[src/rtl/pipe_ctrl_pkg.sv]
// Shared types and helpers for the pipeline hazard/stall control slice.
package pipe_ctrl_pkg;

  typedef enum logic [0:0] {RUN, MUL_BUSY} ctrl_state_t;

  typedef logic [4:0] reg_idx_t;

  localparam reg_idx_t XZR = 5'd31;

  // A source operand hazards on a destination only if it is really read
  // and the destination is not the zero register.
  function automatic logic src_hazard(input logic uses, input reg_idx_t src,
                                      input reg_idx_t dst);
    return uses && (src == dst) && (dst != XZR);
  endfunction

endpackage

[src/rtl/sat_counter.sv]
// Up-counter that sticks at all-ones instead of wrapping.
module sat_counter #(
  parameter int WIDTH = 32
) (
  input  logic             clk,
  input  logic             reset,
  input  logic             inc,
  output logic [WIDTH-1:0] count
);

  localparam logic [WIDTH-1:0] ONE = {{(WIDTH-1){1'b0}}, 1'b1};

  function automatic logic [WIDTH-1:0] sat_inc(input logic [WIDTH-1:0] v);
    return (&v) ? v : v + ONE;
  endfunction

  always_ff @(posedge clk or posedge reset) begin
    if (reset) begin
      count <= '0;
    end else if (inc) begin
      count <= sat_inc(count);
    end
  end

endmodule

[src/rtl/hazard_ctrl.sv]
// Stall/flush sequencer for the 5-stage pipeline: memory waits, multiply
// occupancy of EX, taken-branch flushes and load-use bubbles, plus perf counters.
module hazard_ctrl
  import pipe_ctrl_pkg::*;
#(
  parameter int MUL_LATENCY = 4,
  parameter int CNT_W       = 32
) (
  input  logic             clk,
  input  logic             reset,
  input  logic [4:0]       ID_Rn,
  input  logic [4:0]       ID_Rm,
  input  logic             ID_uses_rn,
  input  logic             ID_uses_rm,
  input  logic             ID_is_mul,
  input  logic [4:0]       EX_Rd,
  input  logic             EX_MemRead,
  input  logic             EX_RegWrite,
  input  logic             EX_branch_taken,
  input  logic             MEM_access,
  input  logic             MEM_ready,
  output logic             PC_write_en,
  output logic             IFID_write_en,
  output logic             IFID_flush,
  output logic             IDEX_write_en,
  output logic             IDEX_bubble,
  output logic             EXMEM_write_en,
  output logic             EXMEM_bubble,
  output logic             MEMWB_bubble,
  output logic [CNT_W-1:0] stall_count,
  output logic [CNT_W-1:0] flush_count
);

  localparam logic [3:0] MUL_INIT = 4'(MUL_LATENCY - 1);
  localparam logic       MUL_HOLD = (MUL_LATENCY > 1);

  ctrl_state_t state;
  logic [3:0]  mul_cnt;

  logic mem_wait;
  logic load_use;
  logic stall_inc;
  logic flush_inc;

  assign mem_wait = MEM_access & ~MEM_ready;

  assign load_use = EX_MemRead & EX_RegWrite &
                    (src_hazard(ID_uses_rn, reg_idx_t'(ID_Rn), reg_idx_t'(EX_Rd)) |
                     src_hazard(ID_uses_rm, reg_idx_t'(ID_Rm), reg_idx_t'(EX_Rd)));

  // Priority chain: memory wait > multiply hold > branch flush > load-use.
  // A branch seen during a wait is not latched: EX is frozen, so the
  // branch_taken input is still asserted when the wait ends.
  always_comb begin
    PC_write_en    = 1'b1;
    IFID_write_en  = 1'b1;
    IFID_flush     = 1'b0;
    IDEX_write_en  = 1'b1;
    IDEX_bubble    = 1'b0;
    EXMEM_write_en = 1'b1;
    EXMEM_bubble   = 1'b0;
    MEMWB_bubble   = 1'b0;
    flush_inc      = 1'b0;
    if (!reset) begin
      if (mem_wait) begin
        PC_write_en    = 1'b0;
        IFID_write_en  = 1'b0;
        IDEX_write_en  = 1'b0;
        EXMEM_write_en = 1'b0;
        MEMWB_bubble   = 1'b1;
      end else if (state == MUL_BUSY) begin
        PC_write_en   = 1'b0;
        IFID_write_en = 1'b0;
        IDEX_write_en = 1'b0;
        EXMEM_bubble  = 1'b1;
      end else if (EX_branch_taken) begin
        IFID_flush  = 1'b1;
        IDEX_bubble = 1'b1;
        flush_inc   = 1'b1;
      end else if (load_use) begin
        PC_write_en   = 1'b0;
        IFID_write_en = 1'b0;
        IDEX_bubble   = 1'b1;
      end
    end
  end

  assign stall_inc = ~PC_write_en;

  always_ff @(posedge clk or posedge reset) begin
    if (reset) begin
      state   <= RUN;
      mul_cnt <= '0;
    end else if (!mem_wait) begin
      case (state)
        MUL_BUSY: begin
          mul_cnt <= mul_cnt - 4'd1;
          if (mul_cnt <= 4'd1) begin
            state <= RUN;
          end
        end
        default: begin
          // A multiply issued on a wrong path or behind a load-use stall never enters EX.
          if (MUL_HOLD && ID_is_mul && !EX_branch_taken && !load_use) begin
            state   <= MUL_BUSY;
            mul_cnt <= MUL_INIT;
          end
        end
      endcase
    end
  end

  sat_counter #(.WIDTH(CNT_W)) u_stall_cnt (
    .clk   (clk),
    .reset (reset),
    .inc   (stall_inc),
    .count (stall_count)
  );

  sat_counter #(.WIDTH(CNT_W)) u_flush_cnt (
    .clk   (clk),
    .reset (reset),
    .inc   (flush_inc),
    .count (flush_count)
  );

endmodule

[config.mk]
export PLATFORM = sky130hd
export DESIGN_NAME = hazard_ctrl
export DESIGN_NICKNAME = d
export VERILOG_FILES = /design/src/rtl/pipe_ctrl_pkg.sv /design/src/rtl/sat_counter.sv /design/src/rtl/hazard_ctrl.sv
export SDC_FILE = /design/constraint.sdc
export NUM_CORES = 1
export LEC_CHECK = 0
export ABC_AREA = 0
export CAP_MARGIN = 20
export CELL_PAD_IN_SITES_DETAIL_PLACEMENT = 1
export CELL_PAD_IN_SITES_GLOBAL_PLACEMENT = 1
export CORE_MARGIN = 2
export CORE_UTILIZATION = 40
export DETAILED_ROUTE_END_ITERATION = 7
export GPL_TIMING_DRIVEN = 0
export PLACE_DENSITY = 0.95
export SETUP_SLACK_MARGIN = 0.4
export SLEW_MARGIN = 20
export SYNTH_ARGS = -nofsm -noshare
export SYNTH_HDL_FRONTEND = slang
export SYNTH_HIERARCHICAL = 1
export SYNTH_SLANG_ARGS = --single-unit
export TNS_END_PERCENT = 30
[constraint.sdc]
create_clock -name clk -period 3.04 [get_ports clk]
set_input_delay 0.608 -clock clk [delete_from_list [all_inputs] [get_ports clk]]
set_output_delay 0.608 -clock clk [all_outputs]
set_load 0.03 [all_outputs]
Word level (Yosys, flattened, before mapping)
Index checks and enable logic that the tools add are counted.
{"block": "classes", "addsub": 3, "magnitude_cmp": 1, "n_eq_ne": 3, "mux": 29, "n_bitwise": 9, "n_reduce_logical": 14}
{"cell": "adder 32 x 1 -> 32 bit, second input constant", "count": 2}
{"cell": "AND reduction 32 bit", "count": 2}
{"cell": "two-way mux 1 bit", "count": 27}
{"cell": "equality test 5 bit", "count": 2}
{"cell": "two-way mux 4 bit", "count": 2}
{"cell": "logical AND 1 bit", "count": 6}
{"cell": "AND reduction 2 bit", "count": 3}
{"cell": "!= test 5 bit, second input constant", "count": 1}
{"cell": "NOT 1 bit", "count": 5}
{"cell": "less-or-equal comparator 4 x 1 -> 1 bit, second input constant", "count": 1}
{"cell": "subtractor 4 x 1 -> 4 bit, second input constant", "count": 1}
{"cell": "AND 1 bit", "count": 3}
{"cell": "logical NOT 1 bit", "count": 2}
{"cell": "nonzero test 2 bit", "count": 1}
{"cell": "bitwise OR 1 bit", "count": 1}
{"block": "totals", "reg_bits": 69, "inputBits": 25, "out_inout_bits": 72, "elab_cells": 63}

Logic depth before layout (Yosys ltp)
Gate-level depths: netlist of the first run.
{"block": "logic_depth", "word_depth": 12, "mapped_depth": 11, "mapped_depth_nobuf": 10}

Cells and area by module
Netlist of the first run, hierarchy kept.
{"mod": "sat_counter", "instances": 2, "cells_per_inst": 142, "area_each_um2": 1554.0, "seq_area_each_um2": 800.8}
{"mod": "hazard_ctrl", "instances": 1, "cells_per_inst": 60, "area_each_um2": 518.0, "seq_area_each_um2": 125.1}

Worst setup path after synthesis of the first run
Ideal clock, no wire load.
{"block": "synth_timing", "path_kind": "input-to-reg", "startpoint": "in ID_Rn[1]", "endpoint": "reg u_stall_cnt.count[21]", "setup_ns": 0.134, "t_arrival_ns": 2.593, "t_required_ns": 2.906, "setup_slack_ns": 0.312, "stages": 11, "path_buffers": 1, "cell_sequence": "xnor2_1 nand4_1 o22ai_2 nand3b_1 a21oi_1 and3_1 and3_1 clkbuf_1 o311a_1 nand4_1 xnor2_1"}
{"block": "synth_via", "elab_chain_cells": 12}
{"element": "start, declared", "line": "hazard_ctrl.sv:11", "rtl": "input logic [4:0] ID_Rn,"}
{"element": "equality test 5 bit", "line": "pipe_ctrl_pkg.sv:14", "rtl": "return uses && (src == dst) && (dst != XZR);"}
{"element": "logical AND 1 bit (2 in a row)", "line": "pipe_ctrl_pkg.sv:14"}
{"element": "bitwise OR 1 bit", "line": "hazard_ctrl.sv:48", "rtl": "(src_hazard(ID_uses_rn, reg_idx_t'(ID_Rn), reg_idx_t'(EX_Rd)) |"}
{"element": "AND 1 bit", "line": "hazard_ctrl.sv:47", "rtl": "assign load_use = EX_MemRead & EX_RegWrite &"}
{"element": "two-way mux 1 bit", "line": "hazard_ctrl.sv:80", "rtl": "end else if (load_use) begin"}
{"element": "two-way mux 1 bit", "line": "hazard_ctrl.sv:76", "rtl": "end else if (EX_branch_taken) begin"}
{"element": "two-way mux 1 bit", "line": "hazard_ctrl.sv:71", "rtl": "end else if (state == MUL_BUSY) begin"}
{"element": "two-way mux 1 bit", "line": "hazard_ctrl.sv:65", "rtl": "if (mem_wait) begin"}
{"element": "two-way mux 1 bit", "line": "hazard_ctrl.sv:64", "rtl": "if (!reset) begin"}
{"element": "NOT 1 bit (no line)"}
{"element": "AND reduction 2 bit (no line)"}
{"element": "end signal, assigned", "line": "sat_counter.sv:21", "rtl": "count <= sat_inc(count);"}
{"element": "end, declared", "line": "sat_counter.sv:8", "rtl": "output logic [WIDTH-1:0] count"}
No other way between the ends.
A chain may end at the register's enable or synchronous reset.

Final worst setup path of the first run
{"block": "layout_timing", "startpoint": "in EX_MemRead", "endpoint": "reg u_stall_cnt.count[12]"}
{"block": "layout_via", "elab_chain_cells": 9}
{"element": "start, declared", "line": "hazard_ctrl.sv:17", "rtl": "input logic EX_MemRead,"}
{"element": "AND 1 bit (2 in a row)", "line": "hazard_ctrl.sv:47"}
{"element": "two-way mux 1 bit", "line": "hazard_ctrl.sv:80"}
{"element": "two-way mux 1 bit", "line": "hazard_ctrl.sv:76"}
{"element": "two-way mux 1 bit", "line": "hazard_ctrl.sv:71"}
{"element": "two-way mux 1 bit", "line": "hazard_ctrl.sv:65"}
{"element": "two-way mux 1 bit", "line": "hazard_ctrl.sv:64"}
{"element": "NOT 1 bit (no line)"}
{"element": "AND reduction 2 bit (no line)"}
No other way between the ends.

==> results of run 1 <==
-- timing repair --
item                                    CTS  global route
pin swaps                                11            12
setup buffers                             4             3
endpoints found under the setup margin   50            46
gates resized for setup                  42            19
-- placed cells by master, fill, tap and decap left out, types with 3 or more instances in the layout --
cell             count
clkdlybuf4s50_1     73
dfrtp_1             69
xnor2_1             63
nand4_1             30
nand2_1             27
nand3_1             23
and3_1              15
dlygate4sd2_1       12
nor3_1              11
nor2_1              10
and2_1               9
clkbuf_8             9
buf_4                8
a21oi_1              7
and4_1               6
xor2_1               6
ha_1                 4
dlymetal6s2s_1       4
clkbuf_2             4
nor4_1               4
o211ai_1             4
and3_4               3
o21a_1               3
inv_1                3
clkinv_2             3
buf_6                3
-- Yosys cell counts, drive strengths merged (2+ instances only) --
library cell | count | area share, %
dfrtp | 69 | 48
xnor2 | 64 | 15
nand4 | 32 | 5.9
nand2 | 29 | 3.1
nand3 | 24 | 3.3
and3 | 18 | 3.5
nor3 | 13 | 1.8
nor2 | 11 | 1.1
and2 | 9 | 1.6
a21oi | 8 | 1.1
and4 | 8 | 2.1
inv | 6 | 0.62
xor2 | 6 | 1.4
nor4 | 5 | 0.86
a31oi | 4 | 1.1
ha | 4 | 1.4
o211ai | 4 | 0.83
buf | 3 | 0.83
mux2 | 3 | 1.0
o21a | 3 | 0.62
clkbuf | 2 | 0.21
nand2b | 2 | 0.35
nand3b | 2 | 0.41
o21ai | 2 | 0.38
o311a | 2 | 0.55
or2 | 2 | 0.35
or3 | 2 | 0.62
or4 | 2 | 0.62
-- worst register-to-register path, cell delays in order (launching register included) --
cell and delay (ps):
dfrtp_1 490, nand4_2 240, or3_4 490, or4_4 490, buf_6 160, nand2_2 90
mux2_1 330
-- power groups by stage --
stage	Combinational, W	Clock [W]	Sequential (W)
final	0.000703	0.000606	0.00115
after global routing	0.000756	0.000659	0.00117
after CTS	0.000704	0.000625	0.00115
after detailed placement	0.000697	0	0.00117
after global placement	0.000664	0	0.00116
after floorplan	0.000290	0	0.00127
-- worst max-delay path by stage --
| stage | startpoint | endpoint | cells after the start |
|---|---|---|---|
| 2_1_floorplan | MEM_access | u_flush_cnt/count[21]$_DFFE_PP0P_ | 9 |
| 3_3_place_gp | EX_Rd[3] | u_stall_cnt/count[27]$_DFFE_PP0P_ | 12 |
| 3_5_place_dp | EX_Rd[4] | u_stall_cnt/count[27]$_DFFE_PP0P_ | 12 |
| 4_1_cts | MEM_ready | EXMEM_bubble | 5 |
| 5_1_grt | EX_Rd[1] | u_stall_cnt/count[12]$_DFFE_PP0P_ | 12 |
| 6_report | EX_MemRead | u_stall_cnt/count[12]$_DFFE_PP0P_ | 11 |
-- state kept, by name, indices dropped and copies added, names as in the netlist --
name and count:
u_flush_cnt/count 32, u_stall_cnt/count 32, state 1, mul_cnt 4
-- through the flow --
step	total power (W)	TNS, ps
6_report	0.00246	0
5_1_grt	0.00259	0
4_1_cts	0.00248	0
3_5_place_dp	0.00187	-14370
3_3_place_gp	0.00182	-8730
2_1_floorplan	0.00156	0
-- layout make-up --
class,instances,share of cell area [%]
multi-input cells,264,38.5
flip-flops and latches,69,34.7
repair buffers,103,19.8
well taps,108,2.71
clock buffers,11,2.64
plain buffers,5,0.854
inverters,6,0.503
clock inverters,3,0.302
-- layer usage --
layer	vias up	share of wire, %	global-route usage (%)
li1	1474	-	-
met1	1597	42	26.6
met2	95	52	37.7
met3	15	4.0	4.15
met4	0	1.4	7.90
met5	-	0	0
-- logic make-up after synthesis --
kind of cell | after synthesis | share of synthesized area [%]
AND/OR/NAND/NOR | 160 | 25.8
XOR/XNOR | 70 | 16.9
flip-flops | 69 | 47.6
AO/OA/AOI/OAI | 27 | 5.62
buffers and inverters | 11 | 1.66
adder cells (fa/ha/maj) | 4 | 1.38
multiplexers | 3 | 1.04
==> results.md, run 1 <==
- Status: complete, no violations
- TritonRoute pass-1 iters: 4
- Max Freq: 0.358 GHz
- Sequential share of power: 46.8%
- Die Ht: 99.2 um
- I/O Pins: 97
- Crit end category: flop
- Max-slew headroom: 54.4%
- Routed vias: 3181
- Die area: 0.00984 sq mm
- Root Buffer: clkbuf_8
- Crit path required time: 3270 ps
- Slew @ Worst Pin: 683 ps
- Core Area: 0.00876 sq mm
- Power Dens Cells: 494 mW/mm^2
- Cell Area, Synth: 0.00363 sq mm
- Hold Violations, Final: 0
- Share of cells above drive strength 1: 13.9%
- Final Cell Area: 0.00498 sq mm
- Via-to-Cell Ratio: 5.59
- Syn Area/Cell: 10.5 sq um
- Peak VDD IR: 0.275 mV
- Multi-input logic area: 0.00192 sq mm
- Sw frac: 34.2%
- Total clock buffers created by CTS: 9
- RSZ-0062 raised after global routing: true
- Sw power: 0.000841 W
- CP max stage cell: clkdlybuf4s50_1
- Area growth from synthesis to layout: 37.3%
- Post-Place Cells: 548
- H-tree depth: 3
- CP Max Fanout: 4
- Clock Sinks: 69
- Layout Nets: 487
- Sequential share of the synthesized area: 47.6%
- Pint: 0.00162 W
- Reg2reg start: u_stall_cnt/count[4]$_DFFE_PP0P_
- Seq cells post-synth: 69
- Row cnt: 34
- Layout Cells excl Fill: 569
- R2R depth: 6
- Buf+Inv Stages, Crit Path: 3
- Combinational power share: 28.6%
- Place WS: -595 ps
- Setup Skew: 11.0 ps
- Antenna-violating nets left: 0
- Antenna Cells: 0
- Clock slew at reported path FFs: 70 ps
- Worst hold slack: 327 ps
- Grt total ovfl: 0
- Post-synth ARST share: 100%
- GRT Total Usage: 21.6%
- Most frequent CP cell: buf_4
- Flip-flop and latch area: 0.00173 sq mm
- Final WL: 10400 um
- Fill count: 985
- Final Core Density: 56.8%
- CP top delay family: simple AND/OR/NAND/NOR gates
- Clock power share: 24.6%
- Final Critical Period: 2790 ps
- Hold-fix buffers, CTS: 0
- TritonCTS clock tree: done
- Initial core utilization: 41.4%
- CP cell instances: clkdlybuf4s50_1 -> nand2_1 -> a31oi_4 -> nand3b_1 -> a21oi_2 -> buf_4 -> nand4_1 -> buf_4 -> nor4_1 -> and2_1 -> a21oi_1
- Critical Path Start Type: input pin
- Static leakage: 2.14 nW
- Tcrit/Tclk final: 91.9%
- Clock buffer depth: 2
- Latest clock arrival within the worst-skew pair: 340 ps
- Final setup vio count: 0
- Mapped Nets: 373
- Largest net degree at the start of global routing: 33
- Number of flops mapped to enable cells by yosys: 0
- Initial drt markers: 65
- Placed Area: 0.00474 sq mm
- Detailed Place HPWL: 7680 um
- DRC: 0
- Worst Path Arrival: 3020 ps
- First-pass GRT wire length: 17000 um
- Worst hold path class: in2async
- Initial antenna violation count: 0
- I/O Buffers: 96
- Slack of the worst reg-to-reg path: 640 ps
- Number of max-cap violations: 0
- Dominant synthesized flop cell: dfrtp_1
- Gpl congestion: 0.824
- Synth cell types: 41
- Vias in the first global route: 3399
- Max-slew violation count: 0
- Post-route worst setup slack: 246 ps
- R2r endpoint: u_stall_cnt/count[1]$_DFFE_PP0P_
- Syn Inst Count: 344
- WS Path Type: in2reg
- Slowest Stage Delay on Critical Path: 460 ps
- Avg WL per Cell: 18.2 um
- Synth warn: 6
- Die W: 99.2 um
(Power assumes the default switching activity.)
==> inputs of run 2 (changes only) <==
--- a/config.mk
+++ b/config.mk
@@ -9,6 +9,7 @@
 export CAP_MARGIN = 20
 export CELL_PAD_IN_SITES_DETAIL_PLACEMENT = 1
 export CELL_PAD_IN_SITES_GLOBAL_PLACEMENT = 1
+export CORE_ASPECT_RATIO = 0.7
 export CORE_MARGIN = 2
 export CORE_UTILIZATION = 40
 export DETAILED_ROUTE_END_ITERATION = 7
==> constraint.sdc (replaced) <==
create_clock -name clk -period 3.04 [get_ports clk]
set_input_delay 0.912 -clock clk [delete_from_list [all_inputs] [get_ports clk]]
set_output_delay 0.912 -clock clk [all_outputs]
set_load 0.03 [all_outputs]
==> run 2 against run 1 <==
Against the previous run:
- the run now ends with negative setup slack left
- clock skew is 4.1 ps lower
- first-iteration DRC count grew to 3.2 times the previous value
- final cell count is 5.6% higher
- sequential power hardly changed
- design area is 11% higher
- power is 18% higher
- sequential cell count stayed put
- sequential share of layout area is 3.3 points lower
==> results.md, run 2 (synthesis results as in run 1) <==
- DRC: 0 (unchanged)
- Place WS: -1080 ps (-481 ps)
- Largest regs: u_flush_cnt/count x32, u_stall_cnt/count x32, mul_cnt x4
- Setup Skew: 6.97 ps (-4.06 ps)
- Power Dens Cells: 528 mW/mm^2 (+6.9%)
- Clock buffer depth: 2 (unchanged)
- Crit end category: output pin
- Initial core utilization: 40.6% (-0.75 points)
- Via-to-Cell Ratio: 5.60 (+0.21%)
- Antenna Cells: 0 (unchanged)
- I/O Pins: 97 (unchanged)
- Row cnt: 29 (-15%)
- Die W: 118 um (+19%)
- Antenna-violating nets left: 0 (unchanged)
- Vias in the first global route: 3646 (+7.3%)
- Detailed Place HPWL: 7790 um (+1.4%)
- Area growth from synthesis to layout: 51.8%
- Most frequent CP cell: buf_6
- Largest net degree at the start of global routing: 33 (unchanged)
- Sequential share of power: 40.2% (-6.6 points)
- Slew @ Worst Pin: 723 ps (+39.9 ps)
- Tcrit/Tclk final: 101% (+9.1 points)
- WS Path Type: in2out
- Number of max-cap violations: 0 (unchanged)
- Clock Sinks: 69 (unchanged)
- Share of cells above drive strength 1: 27.0% (+13 points)
- Die Ht: 83.7 um (-16%)
- Root Buffer: clkbuf_16
- Highest metal used: met4
- H-tree depth: 3 (unchanged)
- Initial drt markers: 211 (+220%)
- Worst Path Arrival: 2160 ps (-860 ps)
- I/O Buffers: 96 (unchanged)
- Worst hold slack: 492 ps (+165 ps)
- First-pass GRT wire length: 19100 um (+12%)
- Latest clock arrival within the worst-skew pair: 340 ps (about the same)
- Gpl congestion: 0.872 (+5.9%)
- Total clock buffers created by CTS: 9 (unchanged)
- Final WL: 12700 um (+22%)
- Pint: 0.00195 W (+21%)
- Avg WL per Cell: 21.1 um (+16%)
- Slowest Stage Delay on Critical Path: 230 ps (-230 ps)
- Static leakage: 2.35 nW (+10%)
- Max-slew violation count: 0 (unchanged)
- Routed vias: 3367 (+5.8%)
- Layout Nets: 502 (+3.1%)
- CP Max Fanout: 3 (-1)
- Sw power: 0.000953 W (+13%)
- Grt total ovfl: 0 (unchanged)
- Peak VDD IR: 0.340 mV (+23%)
- Critical Path Start Type: input pin
- Combinational power share: 27.4% (-1.2 points)
- Max Freq: 0.326 GHz (-9.0%)
- GRT Total Usage: 24.6% (+3.0 points)
- Post-route worst setup slack: -30.9 ps (-276 ps)
- TritonRoute pass-1 iters: 4 (unchanged)
- Initial antenna violation count: 0 (unchanged)
- Crit path required time: 2130 ps (-1140 ps)
- Clock power share: 32.4% (+7.8 points)
- Final Critical Period: 3070 ps (+276 ps)
- Flip-flop and latch area: 0.00173 sq mm (unchanged)
- M1 wire length: 5130 um (+17%)
- CP cell instances: buf_6 -> xnor2_2 -> nand4_1 -> o22ai_2 -> nand3b_1 -> a21o_4 -> buf_6 -> buf_6
- Die area: 0.00985 sq mm (+0.12%)
- Hold Violations, Final: 0 (unchanged)
- Most frequent cells in the layout: dfrtp_1, clkdlybuf4s50_1, xnor2_1
- Failing checks: negative setup slack
- WL met3: 564 um (+35%)
- Clock slew at reported path FFs: 50 ps (-20 ps)
- Final setup vio count: 2 (+2)
- Status: finished, violations left
- Core Area: 0.00893 sq mm (+1.9%)
- Sw frac: 32.8% (-1.4 points)
- Fill count: 941 (-4.5%)
- TritonCTS clock tree: done
- RSZ-0062 raised after global routing: true
- Multi-input logic area: 0.00217 sq mm (+13%)
- CP max stage cell: o22ai_2
- Max-slew headroom: 51.4% (-3.0 points)
- Worst hold path class: reg2reg
- Met2 Routed Length: 6610 um (+23%)
- Commonest non-fill, non-tap cell in the layout: dfrtp_1
[run 2: cell count changes in the layout (fill, tap and decap cells not counted), moves of 7 or more]
cell	change
nand3_1	-7
buf_2	+9
buf_4	+8
clkdlybuf4s50_1	-8
buf_6	+12
xnor2_2	+11
clkbuf_16	+9
xnor2_1	-12
clkbuf_8	-8
dlygate4sd2_1	-7
[run 2: cell type report]
cell class | instances | area share (%)
clock buffers | 13 | 4.55
repair buffers | 118 | 20.2
clock inverters | 2 | 0.182
well taps | 124 | 2.82
inverters | 6 | 0.409
flip-flops and latches | 69 | 31.4
multi-input cells | 264 | 39.5
plain buffers | 5 | 0.977
[run 2: power groups by stage]
stage | Combinational [W] | Clock (W) | Sequential, W
after floorplan | 0.000305 | 0 | 0.00127
after global placement | 0.000683 | 0 | 0.00116
after detailed placement | 0.000719 | 0 | 0.00117
after CTS | 0.000757 | 0.000957 | 0.00116
after global routing | 0.000837 | 0.00100 | 0.00118
final | 0.000797 | 0.000942 | 0.00117
[run 2: path summary, 6_finish.rpt]
path | startpoint | end | depth (start not counted) | slack [ps]
setup / recovery | EX_Rd[0] | PC_write_en | 8 | -30
hold / removal | u_stall_cnt/count[31]$_DFFE_PP0P_ | u_stall_cnt/count[31]$_DFFE_PP0P_ | 1 | 490
setup reg to reg | u_stall_cnt/count[4]$_DFFE_PP0P_ | u_stall_cnt/count[1]$_DFFE_PP0P_ | 6 | 460
hold reg to reg | u_stall_cnt/count[31]$_DFFE_PP0P_ | u_stall_cnt/count[31]$_DFFE_PP0P_ | 1 | 490
max in group asynchronous | reset | u_stall_cnt/count[23]$_DFFE_PP0P_ | 2 | 1800
min in group asynchronous | reset | state$_DFFE_PP0N_ | 3 | 670
[run 2: per-stage QoR]
stage	instances	total power [W]	TNS (ps)	instance area, sq um	utilization (%)
4_1_cts	595	0.00288	-14.7	5330	59.7
6_report	601	0.00291	-34.4	5510	61.7
2_1_floorplan	344	0.00157	0	3740	-
5_1_grt	601	0.00302	-1030	5510	61.7
3_3_place_gp	564	0.00184	-23560	4850	54.4
3_5_place_dp	564	0.00189	-29860	4850	54.4
[run 2: repair_timing]
| action | CTS | global route |
|---|---|---|
| pin swaps | 37 | 45 |
| setup buffers | 16 | 6 |
| resized for setup | 151 | 35 |
| setup endpoints to repair | 67 | 48 |
| hold buffers | 0 | 0 |
[run 2: worst max-delay path: cells and delay by family]
kind	cells	cell delay (ps)
AND/OR/NAND/NOR	2	290
XOR/XNOR	1	160
buffers and inverters	3	340
AO/OA/AOI/OAI	2	460
[run 2: metal layers]
| layer | up-vias | GRT usage (%) |
|---|---|---|
| met5 | - | 0 |
| met4 | 0 | 8.43 |
| met3 | 32 | 5.87 |
| met2 | 128 | 44.3 |
| met1 | 1702 | 28.9 |
| li1 | 1505 | - |
==> inputs of run 3 (changes only) <==
--- a/config.mk
+++ b/config.mk
@@ -14,7 +14,7 @@
 export CORE_UTILIZATION = 40
 export DETAILED_ROUTE_END_ITERATION = 7
 export GPL_TIMING_DRIVEN = 0
-export PLACE_DENSITY = 0.95
+export PLACE_DENSITY_LB_ADDON = 0.2
 export SETUP_SLACK_MARGIN = 0.4
 export SLEW_MARGIN = 20
 export SYNTH_ARGS = -nofsm -noshare
==> run 3 against run 2 <==
Against the previous run:
- the flow still finishes with violations (negative setup slack)
- global-route usage decreased by 1.1 points
- non-clock buffer count increased by 5
- maximum frequency decreased by 1.7%
==> results.md, run 3 (synthesis results as in run 1) <==
- M1 wire length: 5630 um (+9.9%)
- TNS Setup: -180 ps (-145 ps)
- Max Freq: 0.320 GHz (-1.7%)
- Failing checks: negative setup slack
- Peak VDD IR: 0.282 mV (-17%)
- Total clock buffers created by CTS: 9 (unchanged)
- Max-slew headroom: 46.7% (-4.7 points)
- Die W: 118 um (unchanged)
- Clock buffer depth: 2 (unchanged)
- Pwr Total: 0.00298 W (+2.6%)
- Antenna-violating nets left: 0 (unchanged)
- DRC: 0 (unchanged)
- Tcrit/Tclk final: 103% (+1.8 points)
- TritonCTS clock tree: done
- Largest net degree at the start of global routing: 33 (unchanged)
- Layout Cells excl Fill: 606 (+0.83%)
- Via-to-Cell Ratio: 5.46 (-2.5%)
- Place WS: -1040 ps (+39.7 ps)
- Most frequent cells in the layout: dfrtp_1, clkdlybuf4s50_1, xnor2_1
- Antenna Cells: 0 (unchanged)
- WL met3: 533 um (-5.5%)
- Avg WL per Cell: 19.5 um (-7.5%)
- Largest regs: u_flush_cnt/count x32, u_stall_cnt/count x32, mul_cnt x4
- Crit end category: flop
- Grt total ovfl: 0 (unchanged)
- Hold Violations, Final: 0 (unchanged)
- I/O Buffers: 96 (unchanged)
- Power Dens Cells: 532 mW/mm^2 (+0.73%)
- GRT Total Usage: 23.6% (-1.1 points)
- Worst hold slack: 493 ps (+0.953 ps)
- Worst Path Arrival: 3350 ps (+1190 ps)
- Root Buffer: clkbuf_16
- First-pass GRT wire length: 18600 um (-2.4%)
- Status: finished, violations left
- Post-route worst setup slack: -84.4 ps (-53.5 ps)
- H-tree depth: 3 (unchanged)
- Gpl congestion: 0.813 (-6.7%)
- R2R depth: 6 (unchanged)
- Final WL: 11800 um (-6.8%)
- Fill count: 960 (+2.0%)
- Worst hold path class: reg2reg
- Final Critical Period: 3120 ps (+53.5 ps)
- Final setup vio count: 4 (+2)
- Crit path required time: 3270 ps (+1140 ps)
- Row cnt: 29 (unchanged)
- Post-Place Cells: 564 (unchanged)
- Routed vias: 3311 (-1.7%)
- Layout Nets: 507 (+1.0%)
- Area growth from synthesis to layout: 54.7%
- Commonest non-fill, non-tap cell in the layout: dfrtp_1
- Share of cells above drive strength 1: 28.8% (+1.8 points)
- WS Path Type: in2reg
- Latest clock arrival within the worst-skew pair: 330 ps (about the same)
- Static leakage: 2.41 nW (+2.5%)
- Clock slew at reported path FFs: 50 ps (about the same)
- Number of max-cap violations: 0 (unchanged)
- Clock Sinks: 69 (unchanged)
- Worst hold stages: 1 (unchanged)
- Die area: 0.00985 sq mm (unchanged)
- Initial drt markers: 166 (-21%)
- TritonRoute pass-1 iters: 4 (unchanged)
- Slew @ Worst Pin: 793 ps (+70.0 ps)
- RSZ-0062 raised after global routing: true
- Highest metal used: met4
- Detailed Place HPWL: 7570 um (-2.8%)
- Core Area: 0.00893 sq mm (unchanged)
- Critical Path Start Type: input pin
- Vias in the first global route: 3526 (-3.3%)
- Initial core utilization: 40.6% (unchanged)
- I/O Pins: 97 (unchanged)
- Die Ht: 83.7 um (unchanged)
- Initial antenna violation count: 0 (unchanged)
- Slack of the worst reg-to-reg path: 570 ps (+110 ps)
- Met2 Routed Length: 5550 um (-16%)
- Max-slew violation count: 0 (unchanged)
- Setup Skew: 5.18 ps (-1.79 ps)
- CP Max Fanout: 4 (+1)
## run 3: worst paths after layout
path	end	start
min reg2reg	u_flush_cnt/count[31]$_DFFE_PP0P_	u_flush_cnt/count[31]$_DFFE_PP0P_
min in group asynchronous	state$_DFFE_PP0N_	reset
min	u_flush_cnt/count[31]$_DFFE_PP0P_	u_flush_cnt/count[31]$_DFFE_PP0P_
max reg2reg	u_stall_cnt/count[1]$_DFFE_PP0P_	u_stall_cnt/count[4]$_DFFE_PP0P_
max in group asynchronous	u_stall_cnt/count[25]$_DFFE_PP0P_	reset
max	u_stall_cnt/count[18]$_DFFE_PP0P_	EX_Rd[3]
## run 3: critical path, stage by stage
cell	delay [ps]
buf_8	110
xnor2_2	160
nand4_1	140
o22ai_2	190
nand3b_1	150
buf_4	170
buf_6	110
a21oi_4	160
buf_6	120
nand4_1	220
buf_4	230
nor3_4	250
nand4_1	180
xnor2_1	250
## run 3: repair_timing
item / CTS / global route
hold buffers: 0 / 0
resized for setup: 147 / 58
buffers inserted: 14 / 13
gates cloned: 0 / 0
pin swaps: 35 / 42
endpoints found under the setup margin: 66 / 54
## run 3: metal layers
| metal | GRT usage [%] | vias up |
|---|---|---|
| li1 | - | 1516 |
| met1 | 33.5 | 1685 |
| met2 | 36.3 | 102 |
| met3 | 5.12 | 8 |
| met4 | 7.01 | 0 |
| met5 | 0 | - |
## run 3: stage by stage
| stage | instance area (sq um) | util (%) |
|---|---|---|
| 2_1_floorplan | 3740 | - |
| 3_3_place_gp | 4850 | 54.4 |
| 3_5_place_dp | 4850 | 54.4 |
| 4_1_cts | 5270 | 59.0 |
| 5_1_grt | 5610 | 62.8 |
| 6_report | 5610 | 62.8 |
## run 3: power by group
group	total, W	switching (W)	internal (W)
combinational	0.000804	0.000429	0.000376
clock	0.00100	0.000374	0.000630
sequential	0.00118	0.000158	0.00102
total	0.00298	0.000961	0.00202
## run 3: area by class of cell
class / count / area, sq um / area share (%)
buffer: 5 / 60.1 / 1.07
sequential: 69 / 1730 / 30.8
clock inverter: 2 / 35.0 / 0.625
inverter: 6 / 25.0 / 0.446
multi-input combinational: 264 / 2220 / 39.6
clock buffer: 13 / 240 / 4.28
tap: 124 / 155 / 2.77
timing repair buffer: 123 / 1150 / 20.4
